### config.mk
export PLATFORM = sky130hd
export DESIGN_NAME = vram_arbiter
export DESIGN_NICKNAME = d
export VERILOG_FILES = /design/src/rtl/vram_arbiter.sv
export SDC_FILE = /design/constraint.sdc
export NUM_CORES = 1
export LEC_CHECK = 0
export CORE_ASPECT_RATIO = 0.6
export CORE_MARGIN = 8
export CORE_UTILIZATION = 35
export DETAILED_ROUTE_END_ITERATION = 10
export MAX_ROUTING_LAYER = met4
export PLACE_DENSITY = 0.69
export SYNTH_ARGS = -nofsm -noshare
export SYNTH_HDL_FRONTEND = slang
export SYNTH_SLANG_ARGS = --single-unit
### constraint.sdc
create_clock -name clk -period 2.5 [get_ports clk]
set_clock_uncertainty 0.1 [all_clocks]
set_input_delay 0.5 -clock clk [delete_from_list [all_inputs] [get_ports clk]]
set_output_delay 0.5 -clock clk [all_outputs]
set_load 0.05 [all_outputs]
### src/rtl/vram_arbiter.sv
// Screen RAM arbiter: raster fetches first, then the posted CPU write, then CPU reads.
// Optional VRAM_STATS_EN builds the cpu_wait contention counter on stall_count.
//
// state  | meaning
// C_IDLE | no CPU read in progress; CPU writes can be accepted
// C_PEND | read requested, waiting for a free slot and an empty write buffer
// C_RD1  | read address is on mem_addr
// C_RD2  | RAM is returning the read byte
// C_ACK  | ack cycle; the held cpu_req is ignored
module vram_arbiter #(
  parameter int ADDR_W = 13,
  parameter int DATA_W = 8
) (
  input  logic              clk,
  input  logic              reset,
  input  logic              vid_req,
  input  logic [ADDR_W-1:0] vid_addr,
  output logic [DATA_W-1:0] vid_data,
  output logic              vid_valid,
  input  logic              cpu_req,
  input  logic              cpu_we,
  input  logic [ADDR_W-1:0] cpu_addr,
  input  logic [DATA_W-1:0] cpu_wdata,
  output logic [DATA_W-1:0] cpu_rdata,
  output logic              cpu_ack,
  output logic              cpu_wait,
  output logic [15:0]       stall_count,
  output logic [ADDR_W-1:0] mem_addr,
  output logic              mem_we,
  output logic [DATA_W-1:0] mem_wdata,
  input  logic [DATA_W-1:0] mem_rdata
);

  typedef enum logic [2:0] {C_IDLE, C_PEND, C_RD1, C_RD2, C_ACK} cpu_state_t;

  cpu_state_t        state_q, state_d;
  logic              wb_full;
  logic [ADDR_W-1:0] wb_addr;
  logic [DATA_W-1:0] wb_data;
  logic              vid_p1, vid_p2;
  logic              drain, rd_issue, wb_load;

  assign cpu_wait = cpu_req & ~cpu_ack;

  always_comb begin
    state_d  = state_q;
    drain    = ~vid_req & wb_full;
    rd_issue = ~vid_req & ~wb_full & (state_q == C_PEND);
    // The buffer slot frees on the drain edge, so a new write can land on the same edge.
    wb_load  = cpu_req & cpu_we & ~cpu_ack & (state_q == C_IDLE) & (~wb_full | drain);
    case (state_q)
      C_IDLE:  if (cpu_req & ~cpu_we & ~cpu_ack) state_d = C_PEND;
      C_PEND:  if (rd_issue) state_d = C_RD1;
      C_RD1:   state_d = C_RD2;
      C_RD2:   state_d = C_ACK;
      C_ACK:   state_d = C_IDLE;
      default: state_d = C_IDLE;
    endcase
  end

  always_ff @(posedge clk) begin
    if (reset) begin
      state_q   <= C_IDLE;
      wb_full   <= 1'b0;
      wb_addr   <= '0;
      wb_data   <= '0;
      vid_p1    <= 1'b0;
      vid_p2    <= 1'b0;
      vid_valid <= 1'b0;
      vid_data  <= '0;
      cpu_rdata <= '0;
      cpu_ack   <= 1'b0;
      mem_addr  <= '0;
      mem_we    <= 1'b0;
      mem_wdata <= '0;
    end else begin
      state_q <= state_d;
      // Tag pipeline follows each fetch through address and RAM-output stages.
      vid_p1    <= vid_req;
      vid_p2    <= vid_p1;
      vid_valid <= vid_p2;
      if (vid_p2) vid_data <= mem_rdata;

      mem_we <= drain;
      if (vid_req) begin
        mem_addr <= vid_addr;
      end else if (drain) begin
        mem_addr  <= wb_addr;
        mem_wdata <= wb_data;
      end else if (rd_issue) begin
        mem_addr <= cpu_addr;
      end

      if (wb_load) begin
        wb_full <= 1'b1;
        wb_addr <= cpu_addr;
        wb_data <= cpu_wdata;
      end else if (drain) begin
        wb_full <= 1'b0;
      end

      cpu_ack <= wb_load | (state_q == C_RD2);
      if (state_q == C_RD2) cpu_rdata <= mem_rdata;
    end
  end

`ifdef VRAM_STATS_EN
  logic [15:0] stall_q;

  // A completed write to the last offset doubles as a software clear.
  always_ff @(posedge clk) begin
    if (reset) begin
      stall_q <= '0;
    end else if (wb_load && (cpu_addr == ADDR_W'(13'h1FFF))) begin
      stall_q <= '0;
    end else if (cpu_wait && (stall_q != 16'hFFFF)) begin
      stall_q <= stall_q + 16'd1;
    end
  end

  assign stall_count = stall_q;
`else
  assign stall_count = '0;
`endif

endmodule

==> metrics.md <==
| Metric | Value |
|---|---|
| Mapped Avg Cell Area | 9.546 µm² |
| FF-to-FF Start | wb_full |
| DP HPWL | 5242 µm |
| # resized after CTS | 0 |
| Critical path required time | roughly 1.9 ns |
| Count of endpoints failing setup in the final report | 0 |
| Worst Hold Class | reg2reg |
| CP max stage delay | around 0.8 ns |
| Drt wl/cell | 14.24 µm |
| Top cells by area, synth | dfxtp_1 (46%), mux2i_1 (17%), nand2b_1 (9.2%) |
| Total routed wirelength | between 7000 and 8000 µm |
| Cell breakdown of the critical path | clkdlybuf4s50_1 |
| Die area | around 12000 µm² |
| Clock-pin transition on the worst setup and hold timing paths | approximately 0.050 ns |
| I/O Buffers | 87 |
| Slew Limit Headroom | a little over half |
| DRC | 0 |
| Drt first pass iters | 4 |
| Mapped Cells | approximately 300 |
| Multi-input logic area | 1391 µm² |
| First-pass GRT wire length | around 12000 µm |
| Pre-CTS setup slack | between 0.3 and 0.4 ns |
| Setup Crit Path Kind | reg2out |
| TritonCTS buffer count | 9 |
| Worst-skew pair later-pin latency | 0.32 ns |
| Maximum VDD drop | roughly 300 µV |
| Crit path DAT | 1.50 ns |
| I/O pin count | between 100 and 150 |
| Slowest CP cell | clkdlybuf4s50_1 |
| Fmax | approximately 480 MHz |
| Clock root buffer | clkbuf_16 |
| Hold_sp | vid_p1 |
| Area grow syn2layout | 40.83% |
| Die height | slightly below 90 µm |
| CTS Sinks | 67 |
| Final period util | 84.03% |
| Starting Density | a little over a third |
| Die width | approximately 130 µm |
| Overall Global Routing Usage | 13.00% |
| FF/Latch Area | about 1300 µm² |
| Critical Path End Type | output pin |
| RePlAce Congestion | ~0.76 |
| Max Buffers Root-to-Sink | 2 |
| CP max FO | 2 |
| Bufs and invs on worst path | 1 |
| MaxCap Viol Count | 0 |
| Critical Path Start | mem_wdata[2] |
| Fin crit period | about 2.1 ns |
| Post-DP Area | 3801 µm² |
| Fin util | about half |
| Synth area leader | dfxtp_1 |
| Core box area | 7976 µm² |
| DR vias/cell | 4.500 |
| Fillers | between 700 and 800 |
| Post-CTS Hold Fix Bufs | 0 |
| Largest net degree at the start of global routing | 31 |
| Grt total ovfl | 0 |
| Critical path's top delay family | buffers and inverters |
| Initial DRC count | 97 |
| Share of post-route cells with drive strength above 1 | 6.667% |
| Inserted Diodes | 0 |
| Fin. max-slew vios | 0 |
| Post-synth top area share | a little under half |
| PD cells | 692.2 nW/µm² |
| Startpoint types | flop |
| Final ANT Viol Nets | 0 |
| Sequential share of the synthesized area | between 40% and 50% |
| Post-CTS setup buffers | 0 |
| H-Tree Depth | 3 |
| Number of global-route vias before repair | roughly 2300 |
| Slew @ Worst Pin | roughly 0.68 ns |
| Synth unique cells | 25 |
| TritonCTS clock tree | done |
| Final Hold Vio Count | 0 |
| Lkg Pwr | roughly 1.6 nW |
| Antenna violations before repair | 0 |
| Synth Register Bits | between 60 and 70 |
| Via count | 2241 |
| Unrepaired setup endpoints after global routing | no |
| Outcome | finished, final reports clean |
| Layout Nets | approximately 430 |
| Row Count | 25 |
| Cell Area, Synth | slightly below 3000 µm² |
| Ys Warns | 0 |
| Final Worst Setup Slack | roughly 0.40 ns |
| Final instance area | 4100 µm² |
| Setup_tns | 0 ns |
==> cell usage in the layout, fill, tap and decap left out, types with 11 or more instances in the layout <==
| cell type | Yosys | routed |
|---|---|---|
| o21ai_0 | 14 | 14 |
| nand2b_1 | 43 | 43 |
| nand2_1 | 31 | 31 |
| a22o_1 | 13 | 13 |
| dfxtp_1 | 67 | 67 |
| nor2_1 | 19 | 19 |
| a21oi_1 | 11 | 11 |
| mux2i_1 | 50 | 50 |
| clkdlybuf4s50_1 | 0 | 85 |
| conb_1 | 1 | 16 |
==> per-layer routing <==
layer  wire [µm]  global-route usage [%]  vias up  part of all wire (%)
met2        3045                   18.21       54                    43
met5           0                       -        -                     0
met3         371                   5.370        5                   5.2
met4          47                   3.647        0                  0.66
li1            -                       -     1152                     -
met1        3626                   16.73     1030                    51
==> cells in the mapped netlist (all sizes together) <==
cell type / n
nor2: 19
a21oi: 12
nor3: 1
nand2b: 43
o21ai: 14
conb: 1
dfxtp: 67
or3b: 1
nor4b: 1
a211oi: 1
a22o: 13
nand3: 1
mux2i: 50
nand3b: 1
and3: 1
nor3b: 1
nor2b: 7
and3b: 1
o21bai: 1
nand2: 31
clkbuf: 13
buf: 25
==> worst paths after layout <==
kind	endpoint	slack (ns)	cells after the start
worst min register to register	vid_p2	0.34	1
worst max register to register	mem_addr[11]	0.69	4
worst max-delay path	mem_wdata[2]	0.40	1
worst min-delay path	vid_p2	0.34	1
==> logic make-up (layout without fill, tap and decap cells) <==
kind of cell / Yosys count / count (layout) / share of synthesized area (%)
multiplexers: 50 / 50 / 17.19
other: 1 / 16 / 0.1288
AO/OA/AOI/OAI: 41 / 41 / 9.025
AND/OR/NAND/NOR: 108 / 108 / 19.51
flip-flops: 67 / 67 / 46.07
buffers and inverters: 38 / 108 / 8.079
==> per-stage QoR <==
stage | instances | hold slack [ns] | power [mW]
2_1_floorplan | 320 | 0.3138 | 1.498
3_3_place_gp | 483 | 0.3219 | 1.642
3_5_place_dp | 483 | 0.3309 | 1.648
4_1_cts | 498 | 0.3421 | 2.877
5_1_grt | 498 | 0.3597 | 2.968
6_report | 498 | 0.3396 | 2.838
==> where the power goes <==
group	internal (mW)	switching (mW)
logic	0.199	0.274
clock network	0.798	0.414
registers	1.12	0.0313
total	2.12	0.720
==> cell type report <==
type	instances	area share [%]
Clock buffer	14	7.171
Tap cell	108	3.296
Sequential cell	67	32.71
Multi-Input combinational cell	215	33.93
Clock inverter	1	0.1221
Timing Repair Buffer	93	22.76
==> registers in the layout, summed over array words and instances, names as in the netlist <==
| register | cells |
|---|---|
| vid_p1 | 1 |
| wb_full | 1 |
| vid_valid | 1 |
| mem_wdata | 8 |
| wb_data | 8 |
| vid_p2 | 1 |
| mem_we | 1 |
| cpu_ack | 1 |
| state_q | 3 |
| vid_data | 8 |
| mem_addr | 13 |
| cpu_rdata | 8 |
| wb_addr | 13 |
(Power assumes the default switching activity.)
